==> src/rtl/imem_loader.sv <==
// ============================================================================
// Module   : imem_loader
// Purpose  : Framed byte-stream loader that programs the IMEM and holds the
//            core in reset until the image is written and checksum-verified.
// Revision : 1.0
// ============================================================================
`default_nettype none

module imem_loader #(
  parameter int DEPTH = 256
) (
  input  logic        clk,
  input  logic        reset,
  input  logic        in_valid,
  output logic        in_ready,
  input  logic [7:0]  in_data,
  input  logic        start,
  output logic        wr_en,
  output logic [31:0] wr_addr,
  output logic [31:0] wr_data,
  output logic        core_hold,
  output logic        done,
  output logic        error,
  output logic [15:0] words_loaded
);

  localparam logic [16:0] c_depth = 17'(DEPTH);

  typedef enum logic [2:0] {
    S_LEN0 = 3'd0,
    S_LEN1 = 3'd1,
    S_DATA = 3'd2,
    S_CSUM = 3'd3,
    S_DONE = 3'd4,
    S_ERR  = 3'd5
  } state_t;

  state_t      r_state;
  state_t      w_state_next;

  logic [7:0]  r_len_lo;
  logic [15:0] r_len;
  logic [1:0]  r_byte_cnt;
  logic [23:0] r_shift;
  logic [7:0]  r_xor;
  logic [15:0] r_word_idx;
  logic        r_wr_en;
  logic [31:0] r_wr_addr;
  logic [31:0] r_wr_data;

  logic        w_in_ready;
  logic        w_accept;
  logic        w_rearm;
  logic        w_done;
  logic        w_error;
  logic        w_core_hold;
  logic [15:0] w_len_full;
  logic        w_last_byte;
  logic        w_last_word;

  assign w_len_full  = {in_data, r_len_lo};
  assign w_last_byte = (r_byte_cnt == 2'd3);
  // The previous word's write has always retired before the next 4th byte,
  // so the word index equals the number of the word currently being received.
  assign w_last_word = (r_word_idx == (r_len - 16'd1));
  assign w_accept    = in_valid && w_in_ready;

  // State register
  always_ff @(posedge clk or posedge reset) begin
    if (reset) begin
      r_state <= S_LEN0;
    end else begin
      r_state <= w_state_next;
    end
  end

  // Next-state and decoded outputs
  always_comb begin
    w_state_next = r_state;
    w_in_ready   = 1'b0;
    w_done       = 1'b0;
    w_error      = 1'b0;
    w_core_hold  = 1'b1;
    w_rearm      = 1'b0;
    case (r_state)
      S_LEN0: begin
        w_in_ready = 1'b1;
        if (in_valid) w_state_next = S_LEN1;
      end
      S_LEN1: begin
        w_in_ready = 1'b1;
        if (in_valid) begin
          if ({1'b0, w_len_full} > c_depth) begin
            w_state_next = S_ERR;
          end else if (w_len_full == 16'd0) begin
            w_state_next = S_CSUM;
          end else begin
            w_state_next = S_DATA;
          end
        end
      end
      S_DATA: begin
        w_in_ready = 1'b1;
        if (in_valid && w_last_byte && w_last_word) w_state_next = S_CSUM;
      end
      S_CSUM: begin
        w_in_ready = 1'b1;
        if (in_valid) begin
          w_state_next = (in_data == r_xor) ? S_DONE : S_ERR;
        end
      end
      S_DONE: begin
        w_done      = 1'b1;
        w_core_hold = 1'b0;
        if (start) begin
          w_rearm      = 1'b1;
          w_state_next = S_LEN0;
        end
      end
      S_ERR: begin
        w_error = 1'b1;
        if (start) begin
          w_rearm      = 1'b1;
          w_state_next = S_LEN0;
        end
      end
      default: begin
        w_state_next = S_LEN0;
      end
    endcase
  end

  // Datapath: length capture, word assembly, running XOR and write strobe
  always_ff @(posedge clk or posedge reset) begin
    if (reset) begin
      r_len_lo   <= 8'd0;
      r_len      <= 16'd0;
      r_byte_cnt <= 2'd0;
      r_shift    <= 24'd0;
      r_xor      <= 8'd0;
      r_word_idx <= 16'd0;
      r_wr_en    <= 1'b0;
      r_wr_addr  <= 32'd0;
      r_wr_data  <= 32'd0;
    end else begin
      r_wr_en <= 1'b0;
      if (w_rearm) begin
        r_xor      <= 8'd0;
        r_word_idx <= 16'd0;
        r_byte_cnt <= 2'd0;
      end else begin
        if (r_wr_en) r_word_idx <= r_word_idx + 16'd1;
        if (w_accept) begin
          if (r_state != S_CSUM) r_xor <= r_xor ^ in_data;
          case (r_state)
            S_LEN0: r_len_lo <= in_data;
            S_LEN1: r_len    <= w_len_full;
            S_DATA: begin
              r_byte_cnt <= r_byte_cnt + 2'd1;
              if (w_last_byte) begin
                r_wr_en   <= 1'b1;
                r_wr_addr <= {16'd0, r_word_idx};
                r_wr_data <= {in_data, r_shift};
              end else begin
                r_shift <= {in_data, r_shift[23:8]};
              end
            end
            default: begin
            end
          endcase
        end
      end
    end
  end

  assign in_ready     = w_in_ready;
  assign wr_en        = r_wr_en;
  assign wr_addr      = r_wr_addr;
  assign wr_data      = r_wr_data;
  assign core_hold    = w_core_hold;
  assign done         = w_done;
  assign error        = w_error;
  assign words_loaded = r_word_idx;

endmodule

`default_nettype wire

==> config.mk <==
export PLATFORM = sky130hd
export DESIGN_NAME = imem_loader
export DESIGN_NICKNAME = d
export VERILOG_FILES = /design/src/rtl/imem_loader.sv
export SDC_FILE = /design/constraint.sdc
export NUM_CORES = 1
export LEC_CHECK = 0
export ABC_AREA = 1
export BUFFER_PORTS_ARGS = -buffer_cell sky130_fd_sc_hd__buf_2
export CAP_MARGIN = 5
export CORE_ASPECT_RATIO = 0.75
export CORE_MARGIN = 1.5
export CORE_UTILIZATION = 35
export CTS_BUF_LIST = sky130_fd_sc_hd__clkbuf_2 sky130_fd_sc_hd__clkbuf_4 sky130_fd_sc_hd__clkbuf_8
export CTS_CLUSTER_SIZE = 12
export DETAILED_ROUTE_END_ITERATION = 10
export PLACE_DENSITY_LB_ADDON = 0.05
export SLEW_MARGIN = 30
export SYNTH_ARGS = -nofsm -noshare
export SYNTH_HDL_FRONTEND = slang
export SYNTH_SLANG_ARGS = --single-unit
==> constraint.sdc <==
create_clock -name clk -period 11.35 [get_ports clk]
set_clock_uncertainty 0.05 [all_clocks]
set_input_delay 0.5675 -clock clk [delete_from_list [all_inputs] [get_ports clk]]
set_output_delay 0.5675 -clock clk [all_outputs]
set_load 0.02 [all_outputs]
; ---- After elaboration in Yosys (flattened, before gate mapping)
; Index checks and enable logic that the tools add are counted.
[word_totals]
register_bits = 126
latchBits = 0
ramBits = 0
rom_bits = 0
input_bits = 12
output_inout_bits = 85
word_cells = 76
memories = 0
[op_classes]
addsub = 3
multipliers = 0
div_mod_pow = 0
magnitude_cmp = 1
n_eq_ne = 14
n_shift = 0
muxes = 27
n_bitwise = 3
reduce_logical = 18
[op_table]
columns = operator, n
row1 = 16-bit 2-to-1 mux, 2
row2 = 8-bit 2-to-1 mux, 3
row3 = 3-bit 2-to-1 mux, 6
row4 = "16-bit by 1-bit adder with 16-bit output, second input constant", 1
row5 = 16-bit equality test, 1
row6 = "16-bit by 9-bit greater-than comparator with 1-bit output, second input constant", 1
row7 = 16-bit logical NOT, 1
row8 = "16-bit by 1-bit subtractor with 16-bit output, second input constant", 1
row9 = 3-bit case mux with 5 select lines, 1
row10 = 1-bit 2-to-1 mux, 12
row11 = 8-bit equality test, 1
row12 = "2-bit inequality test, second input constant", 4
row13 = 4-bit AND reduction, 2
row14 = 2-bit nonzero test, 4
row15 = 8-bit bitwise XOR, 1
row16 = "3-bit by 2-bit equality test with 1-bit output, second input constant", 2
row17 = "3-bit equality test, second input constant", 2
row18 = 2-bit 2-to-1 mux, 3
row19 = 3-bit AND reduction, 2
row20 = 5-bit AND reduction, 1
row21 = 2-bit AND reduction, 2
row22 = 4-bit OR reduction, 1
row23 = "3-bit by 1-bit equality test with 1-bit output, second input constant", 1
row24 = 1-bit logical AND, 3
row25 = other kinds (7), 8

; ---- Logic depth before layout (Yosys ltp)
[logic_depth]
word_depth = 6
ltp_mapped = 16
ltp_nobuf = 16

; ---- Least setup slack after synthesis
; OpenSTA, ideal clock, no wires.
[synth_path]
kind = reg-to-output
from = reg r_state[2]
to = out core_hold
arrival_ns = 1.190
t_required_ns = 10.733
setup_slack_ns = 9.542
stages_incl_launch_ff = 4
n_path_buf = 0
cell_sequence = dfrtp_1 -> inv_1 -> nor2_1 -> inv_1
[synth_via]
elab_chain_len = 2
[synth_rtl]
columns = item, line
row1 = "start, declared", 38  ; state_t r_state;
row2 = "start signal, assigned", 73  ; r_state <= w_state_next;
row3 = 3-bit equality test, 85  ; case (r_state)
row4 = 1-bit 2-to-1 mux, 85
row5 = "end, declared", 21  ; output logic core_hold,
; No other way between the ends.

; ---- Worst setup path after layout
[layout_path]
from = reg r_state[0]
to = reg r_wr_data[24], in the netlist wr_data[24]
[layout_via]
elab_chain_len = 5
word_cells_on_any_way = 13
cone_classes = eq/ne: 5 / mux: 2 / bitwise: 1 / reduce/logical: 5
[layout_rtl]
columns = item, line
row1 = 3-bit by 2-bit equality test with 1-bit output (tied with other cells), 85
row2 = 4-bit OR reduction (no source line) or 2-bit OR reduction (tied branches), -
row3 = "1-bit 2-to-1 mux, on equally long branches", -
row4 = 1-bit logical AND or 1-bit inverter (tied branches), -
row5 = 4-bit AND reduction (no source line) (*), -
row6 = "end signal, assigned", 163  ; r_wr_data <= {in_data, r_shift};
row7 = "end, declared", 49  ; logic [31:0] r_wr_data;
; Mark *: on every way between the ends. The rest lies on a longest branch, timed or not.
; A chain may end at the register's enable or synchronous reset.

==> flow_summary_export.csv <==
group,metric,value,unit
outcome,outcome,"finished with violations",
outcome,violations,"DRC",
finish,multi_input_area,0.00227,mm2
synthesis,yosys.area.top_type,"dfrtp_1",
setup_path,cp_data_arrival_time,3.08,ns
grt,antenna_found_initial,0,
detailed_routing,drt_pass1_iterations,10,
cts,cts_root_buf,"clkbuf_8",
detailed_routing,dr_total_vias,4810,
floorplan,die_y,115,um
sta,worstMarginPinSlew,0.880,ns
synthesis,synth.distinct_cells,30,
synthesis,ys_ff_latch,126,
synthesis,synthArstFlopShare,1.00,
cts,cts_resized,0,
cts,cts_buffer_depth,2,
detailed_routing,drc_errors,10,
cts,cts_made_buffers,17,
floorplan,initial_utilization,0.363,
power_and_ir_drop,p_leak,3.61,nW
power_and_ir_drop,p_total,1.34,mW
finish,fin_nets,810,
finish,areaGrowthSynthToFinish,16.2,%
floorplan,core.rowCount,40,
setup_path,cp-end-kind,"register",
cts,cts_sinks,126,
synthesis,synth.avg_cell_area,8.25,um2
sta,fin_tns_setup,0,ns
synthesis,synthTopCellsByArea,"dfrtp_1 53%, nand2_1 13%, o21ai_0 7.0%",
placement,routabilityCongestion,0.803,
sta,period_needed,2.79,ns
sta,slew_viol_final,0,
power_and_ir_drop,powerDensity,195,mW/mm2
sta,rsz0062_at_grt,"false",
detailed_routing,wire_per_inst,14.7,um
finish,regArea,0.00315,mm2
grt,grt_overflow_total,0,
sta,setup_violations,0,
finish,layout_commonest_cell,"nand2_1",
grt,first_global_vias,4460,
finish,drive_gt1_frac,0.168,
grt,grt_pass1_wl,24100,um
grt,grt_max_degree,74,
placement,dpl.hpwl,10700,um
synthesis,yosysTopAreaCellShare,0.534,
synthesis,netlist_area,0.00590,mm2
sta,finalCritPeriodShare,0.246,
detailed_routing,wirelength,15000,um
floorplan,dieWidth,153,um
setup_path,path_max_fanout,49,
sta,worst_slack,8.56,ns
placement,numPortBuffers,80,
synthesis,synthCells,715,
cts,clk_latency,0.43,ns
setup_path,required,11.64,ns
setup_path,path_class,"reg2reg",
sta,slew_headroom,0.412,
synthesis,synth_edf_count,0,
setup_path,worstSetupStartpointType,"register",
cts,path_clk_slew,0.07,ns
cts,postCtsHoldBufs,0,
finish,fillers,1672,
finish,final_cell_mix,"204 x nand2_1, 126 x dfrtp_1, 83 x o21ai_0",
run,drv_cap,0,
floorplan,ios,97,
finish,antenna_cells,0,
synthesis,synth_ff_type,"dfrtp_1",
cts,cts_tree,"yes",
floorplan,design.core.area,0.0163,mm2
cts,cts_max_level,4,
sta,max_freq,358,MHz
detailed_routing,drt_iter0_drc,333,
placement,place_ws,8.51,ns
power_and_ir_drop,ir_drop,0.0917,mV
cts,cts_setup_buffers,0,
floorplan,dieArea,0.0177,mm2
synthesis,ys_warn_count,0,
grt,grtUsageTotal,0.178,
synthesis,ys_seq_area_frac,0.534,
detailed_routing,viasPerCell,4.72,
detailed_routing,ant_nets,0,
sta,finalHoldViolCount,0,
hold_path,hold_class,"in2async",
==> logic make-up (layout without fill, tap and decap cells) <==
logic type,Yosys count,after routing,synth area share
other,1,16,0.000635
flip-flops,126,126,0.534
buffers and inverters,117,195,0.0899
XOR/XNOR,21,21,0.0312
AND/OR/NAND/NOR,314,314,0.221
AO/OA/AOI/OAI,133,133,0.117
adder cells (fa/ha/maj),3,3,0.00636
==> cell type report <==
class                           count  area share
Tap cell                          210      0.0383
Inverter                           79      0.0436
Sequential cell                   126       0.460
Clock buffer                       21      0.0394
Timing Repair Buffer               84      0.0633
Multi-Input combinational cell    487       0.332
Clock inverter                     11      0.0241
==> worst paths after layout <==
check / startpoint / end / slack [ns] / cells after the start
min reg2reg: r_byte_cnt[0] / r_byte_cnt[0] / 0.43 / 1
min in group clk: in_data[3] / r_xor[3] / 0.42 / 4
max in group asynchronous: reset / r_len[8] / 9.94 / 3
min: reset / wr_data[3] / 0.19 / 2
max reg2reg: r_state[0] / wr_data[24] / 8.56 / 8
max: r_state[0] / wr_data[24] / 8.56 / 8
==> critical path, stage by stage (launching register included) <==
cell and delay [ns]:
dfrtp_1 0.44, nor2_2 0.17, inv_2 0.06, nor2_4 0.09, inv_2 0.06, nor2_1 0.66, inv_2 0.48, buf_4 0.39
o21ai_0 0.26
==> synth_stat cells, types with 8 or more instances <==
cell type,count
a21oi_1,17
nor2_1,52
dfrtp_1,126
nor3_1,8
o21ai_1,26
o21ai_0,83
nand3_1,24
buf_4,16
inv_1,74
clkbuf_1,12
nand2_1,204
xor2_1,17
==> flip-flops by register name, indices dropped and copies added (netlist names) <==
| signal | count |
|---|---|
| r_len_lo | 8 |
| r_len | 16 |
| wr_data | 32 |
| wr_en | 1 |
| r_byte_cnt | 2 |
| r_xor | 8 |
| words_loaded | 16 |
| wr_addr | 16 |
| r_shift | 24 |
| r_state | 3 |
==> where the power goes <==
group	leakage, nW	total [mW]	switching, mW	internal, mW
clock network	0.224	0.428	0.176	0.252
logic	1.72	0.338	0.224	0.113
registers	1.66	0.575	0.0634	0.511
total	3.61	1.34	0.464	0.876
==> metrics by stage <==
stage	cell area [um2]	cells	hold slack, ns	util
after global placement	6420	986	0.404	0.395
after CTS	6860	1018	0.196	0.421
after global routing	6860	1018	0.217	0.422
after detailed placement	6420	986	0.417	0.395
after floorplan	5960	730	0.390	-
final	6860	1018	0.188	0.422
==> layer usage <==
| metal | vias to the layer above | share of wire | global-route usage |
|---|---|---|---|
| met5 | - | 0 | 0 |
| met4 | 0 | 0.0060 | 0.0471 |
| met3 | 4 | 0.046 | 0.0453 |
| met2 | 124 | 0.40 | 0.248 |
| met1 | 2274 | 0.54 | 0.273 |
| li1 | 2408 | - | - |
Power figures use the tool's default switching activity.
